==> src/rtl/arc4_pkg.sv <==
// arc4_pkg: shared ARC4 types and constants for init, ksa, prga and the arc4 top
package arc4_pkg;

    localparam int MEM_DEPTH       = 256;
    localparam int LEN_ADDR        = 0;
    localparam int CYCLES_PER_BYTE = 6;

    typedef enum logic [3:0] {
        IDLE,
        RD_LEN,
        WR_LEN,
        RD_SI,
        RD_SJ,
        WR_SI,
        WR_SJ,
        RD_PAD,
        WR_PT,
        DONE
    } prga_state_t;

endpackage

==> src/rtl/prga.sv <==
// prga: RC4 keystream generation, XORs the length-prefixed ciphertext into plaintext
module prga
    import arc4_pkg::*;
#(
    parameter int DATA_W = 8,
    parameter int ADDR_W = 8
) (
    input  logic              clk,
    input  logic              rst_n,
    input  logic              en,
    output logic              rdy,
    output logic [ADDR_W-1:0] s_addr,
    input  logic [DATA_W-1:0] s_rddata,
    output logic [DATA_W-1:0] s_wrdata,
    output logic              s_wren,
    output logic [ADDR_W-1:0] ct_addr,
    input  logic [DATA_W-1:0] ct_rddata,
    output logic [ADDR_W-1:0] pt_addr,
    output logic [DATA_W-1:0] pt_wrdata,
    output logic              pt_wren
);

    prga_state_t       r_state, w_next;
    logic              r_rdy;
    logic [ADDR_W-1:0] r_i, r_j;
    logic [ADDR_W:0]   r_k;
    logic [DATA_W-1:0] r_len, r_si, r_sj, r_ctk;
    logic              w_s_wren, w_pt_wren;

    assign rdy     = r_rdy;
    // Write enables drop the moment reset is asserted so an aborted run never commits another write
    assign s_wren  = w_s_wren & rst_n;
    assign pt_wren = w_pt_wren & rst_n;

    // Next state and memory port drive, decoded from the current step
    always_comb begin
        w_next    = r_state;
        s_addr    = '0;
        s_wrdata  = '0;
        w_s_wren  = 1'b0;
        ct_addr   = '0;
        pt_addr   = '0;
        pt_wrdata = '0;
        w_pt_wren = 1'b0;
        case (r_state)
            IDLE: w_next = (r_rdy && en) ? RD_LEN : IDLE;
            RD_LEN: begin
                ct_addr = ADDR_W'(LEN_ADDR);
                w_next  = WR_LEN;
            end
            WR_LEN: begin
                pt_addr   = ADDR_W'(LEN_ADDR);
                pt_wrdata = ct_rddata;
                w_pt_wren = 1'b1;
                w_next    = (ct_rddata == '0) ? DONE : RD_SI;
            end
            RD_SI: begin
                s_addr = r_i + 1'b1;
                w_next = RD_SJ;
            end
            RD_SJ: begin
                s_addr  = r_j + s_rddata;
                ct_addr = r_k[ADDR_W-1:0];
                w_next  = WR_SI;
            end
            WR_SI: begin
                s_addr   = r_i;
                s_wrdata = s_rddata;
                w_s_wren = 1'b1;
                w_next   = WR_SJ;
            end
            WR_SJ: begin
                s_addr   = r_j;
                s_wrdata = r_si;
                w_s_wren = 1'b1;
                w_next   = RD_PAD;
            end
            RD_PAD: begin
                s_addr = r_si + r_sj;
                w_next = WR_PT;
            end
            WR_PT: begin
                pt_addr   = r_k[ADDR_W-1:0];
                pt_wrdata = s_rddata ^ r_ctk;
                w_pt_wren = 1'b1;
                w_next    = (r_k >= {1'b0, r_len}) ? DONE : RD_SI;
            end
            DONE:    w_next = IDLE;
            default: w_next = IDLE;
        endcase
    end

    // State, handshake and index/datapath registers
    always_ff @(posedge clk) begin
        if (!rst_n) begin
            r_state <= IDLE;
            r_rdy   <= 1'b0;
            r_i     <= '0;
            r_j     <= '0;
            r_k     <= '0;
            r_len   <= '0;
            r_si    <= '0;
            r_sj    <= '0;
            r_ctk   <= '0;
        end else begin
            r_state <= w_next;
            r_rdy   <= (w_next == IDLE);
            case (r_state)
                WR_LEN: begin
                    r_len <= ct_rddata;
                    r_i   <= '0;
                    r_j   <= '0;
                    r_k   <= 1;
                end
                RD_SI: r_i <= r_i + 1'b1;
                RD_SJ: begin
                    r_si <= s_rddata;
                    r_j  <= r_j + s_rddata;
                end
                WR_SI: begin
                    r_sj  <= s_rddata;
                    r_ctk <= ct_rddata;
                end
                WR_PT:   r_k <= r_k + 1'b1;
                default: ;
            endcase
        end
    end

endmodule

==> config.mk <==
export PLATFORM = sky130hd
export DESIGN_NAME = prga
export DESIGN_NICKNAME = d
export VERILOG_FILES = /design/src/rtl/arc4_pkg.sv /design/src/rtl/prga.sv
export SDC_FILE = /design/constraint.sdc
export NUM_CORES = 1
export LEC_CHECK = 0
export CORE_MARGIN = 1.5
export CORE_UTILIZATION = 34
export CTS_CLUSTER_DIAMETER = 100
export DETAILED_ROUTE_END_ITERATION = 10
export SETUP_SLACK_MARGIN = 0.02
export SLEW_MARGIN = 20
export SYNTH_ARGS = -nofsm -noshare
export SYNTH_HDL_FRONTEND = slang
export SYNTH_SLANG_ARGS = --single-unit
==> constraint.sdc <==
create_clock -name clk -period 4.2 [get_ports clk]
set_input_delay 0.42 -clock clk [delete_from_list [all_inputs] [get_ports clk]]
set_output_delay 0.42 -clock clk [all_outputs]
set_load 0.02 [all_outputs]
==> flow_summary.json <==
{
  "synth_common_cells": "nand2_1, a21oi_1, dfxtp_1, nor2_1, ha_1",
  "seq_area_sq_um": 1241,
  "initial_utilization": 0.3481,
  "antenna_found_initial": 0,
  "worstSkewPairLatency_ps": 340,
  "detailed_place_hpwl_microns": 7970,
  "yosysTopAreaCell": "dfxtp_1",
  "power_density_nw_per_um2": 290.9,
  "io_pins": 62,
  "switching_share": 0.2771,
  "drtIter0Drc": 182,
  "syn_area_per_cell_sq_um": 7.547,
  "switching_power_mw": 0.3782,
  "grt_usage": 0.1913,
  "routed_wl_microns": 10960,
  "drt_pass1_iterations": 5,
  "finalHoldViolations": 0,
  "netlist_top_cells_area": "dfxtp_1, nand2_1, a21oi_1, ha_1, xnor2_1",
  "ir_drop_mv": 0.1774,
  "fp.dieH_microns": 108.4,
  "worst_setup_path_start_kind": "input pin",
  "cp_num_buf_inv": 3,
  "tns_ps": 0,
  "netlist_area_sq_um": 3774,
  "pwr-share-comb": 0.141,
  "finClkSkew_ps": 7.437,
  "seq_power_share": 0.458,
  "ant_nets": 0,
  "rows": 38,
  "wl_per_cell_microns": 15.67,
  "cp_top_family": "buffers and inverters",
  "post-route-drc-count": 0,
  "cts_root_buf": "clkbuf_8",
  "reg2reg_slack_ps": 1950,
  "cp_common_cell": "clkdlybuf4s50_1",
  "io_buffers": 61,
  "synthArstFlopShare": 0,
  "fin_crit_ps": 3693,
  "syn-num-nets": 545,
  "arrival_ps": 3270,
  "status": "finished clean",
  "synth.most_common_cell": "nand2_1",
  "synth_cells": 500,
  "min_path_type": "flop to flop",
  "finalSetupViolCount": 0,
  "worstMarginPinSlew_ps": 861.0,
  "multi_input_area_sq_um": 2345,
  "path_max_fanout": 4,
  "core_area_sq_um": 10840,
  "ys_seq_area_frac": 0.3289,
  "crit_type": "input pin to output port",
  "max_clock_freq_ghz": 0.2708,
  "holdWs_ps": 459.6,
  "cp-end-kind": "output port",
  "synth.top_cell.area_share": 0.3289,
  "cts_tree": "built",
  "clockBufferDepth": 2,
  "vias": 3763,
  "clock_sinks": 62,
  "cts_setup_buffers": 0,
  "rsz0062_at_grt": "no",
  "place_congestion": 0.8127,
  "drive_gt1_frac": 0.06619,
  "slowest_stage": "clkdlybuf4s50_1",
  "min_period_over_period": 0.8793,
  "htreeDepth": 3,
  "die_w_microns": 108.4,
  "synth_cell_types": 54,
  "nNetsFinal": 599,
  "path_cells": "clkdlybuf4s50_1 > ha_1 > inv_1 > fa_1 > nor2b_1 > o21ai_0 > a21oi_1 > nor4_1 > a311oi_1 > o211ai_1 > clkdlybuf4s50_1",
  "yosys_register_bits": 62,
  "ys.flop_type": "dfxtp_1",
  "drv_slew": 0,
  "pwr-share-clk": 0.400,
  "required_ps": 3780,
  "cts_hold_buffers": 0,
  "ys_warn_count": 0,
  "fill_cells": 1152,
  "clk_pin_slew_ps": 70,
  "worst_path_largest_cell_delay_ps": 580,
  "grt_overflow_total": 0,
  "maxCapViolCount": 0,
  "cts_resized": 0,
  "grt_pass1_wl_microns": 17280,
  "slew-limit-headroom": 0.4235,
  "die_area_sq_um": 11740,
  "vias_per_cell": 5.383,
  "synth-edff-count": 0,
  "grt_max_degree": 38,
  "grt_pass1_vias": 3440,
  "cts_buffers": 9,
  "p_leak_nw": 1.720,
  "antennaDiodeCount": 0,
  "area_delta_synth_final_pct": 24.34,
  "internal_power_mw": 0.9869
}
## cell families (layout without fill, tap and decap cells)
family	after synthesis	after routing	synth area share
DFF	62	62	0.3289
buffers and inverters	44	103	0.04973
adders and majority gates	26	26	0.09019
xor gates and xnor gates	20	20	0.04642
AOI/OAI and AO/OA	122	122	0.1973
and+or+nand+nor	226	226	0.2875
## sequential cells by signal (all words and copies together) (netlist names)
| name | flops |
|---|---|
| r_k | 9 |
| r_ctk | 8 |
| r_i | 8 |
| r_j | 8 |
| r_len | 8 |
| r_si | 8 |
| r_sj | 8 |
| r_state | 4 |
| rdy | 1 |
## routing by layer
| layer | wire (microns) | GRT usage | vias to the layer above | share of wire |
|---|---|---|---|---|
| li1 | - | - | 1850 | - |
| met1 | 4936 | 0.2475 | 1773 | 0.45 |
| met2 | 5190 | 0.3192 | 125 | 0.47 |
| met3 | 641 | 0.03677 | 15 | 0.059 |
| met4 | 187 | 0.06391 | 0 | 0.017 |
| met5 | 0 | 0 | - | 0 |
## final cells by class
class	count	share of cell area
multi-input combinational	394	0.4997
sequential	62	0.2645
timing repair buffer	67	0.1397
tap	140	0.03733
clock buffer	12	0.03307
inverter	20	0.01600
clock inverter	4	0.009600
## layout by cell type, fill, tap and decap left out, types with 3 or more instances in the layout
master and count:
nand2_1 106, nand2b_1 5, inv_1 19, nor3_1 6
or3_1 5, clkdlybuf4s50_1 61, and2_1 9, nor4_1 5
dfxtp_1 62, o211ai_1 5, nand4_1 5, nor2_1 34
nand3_1 21, buf_4 6, ha_1 24, nor2b_1 5
clkinv_2 3, a21oi_1 64, xnor2_1 17, nand3b_1 4
and3_1 8, o21ai_0 22, clkbuf_8 11, a31oi_1 5
xor2_1 3, a21o_1 3, a221oi_1 4
## final timing paths
path	start	cells after the start	end
worst max-delay path	s_rddata[0]	11	s_addr[6]
worst min-delay path	r_len[4]	2	r_len[4]
worst max register to register	r_state[1]	5	r_j[6]
worst min register to register	r_len[4]	2	r_len[4]
## worst min-delay path: cells and delay by family, from the launching register on
kind | cells | cell delay (ps)
simple gates | 1 | 50
compound gates | 1 | 50
flops | 1 | 310
## per-stage QoR
stage	util	worst slack (ps)	total power, mW	area, sq um	instances
2_1_floorplan	-	1789	0.7564	3774	500
3_3_place_gp	0.4144	579.1	0.8295	4492	683
3_5_place_dp	0.4144	537.6	0.8324	4492	683
4_1_cts	0.4328	523.4	1.377	4692	699
5_1_grt	0.4328	374.1	1.428	4692	699
6_report	0.4328	507.1	1.365	4692	699
## power by group through the flow
stage / Combinational (mW) / Clock [mW] / Sequential, mW
after detailed placement: 0.193 / 0 / 0.639
after global routing: 0.212 / 0.587 / 0.628
after CTS: 0.194 / 0.557 / 0.626
after global placement: 0.191 / 0 / 0.638
after floorplan: 0.129 / 0 / 0.628
final: 0.193 / 0.546 / 0.626
Note: power is estimated with default switching activity, not from simulation.
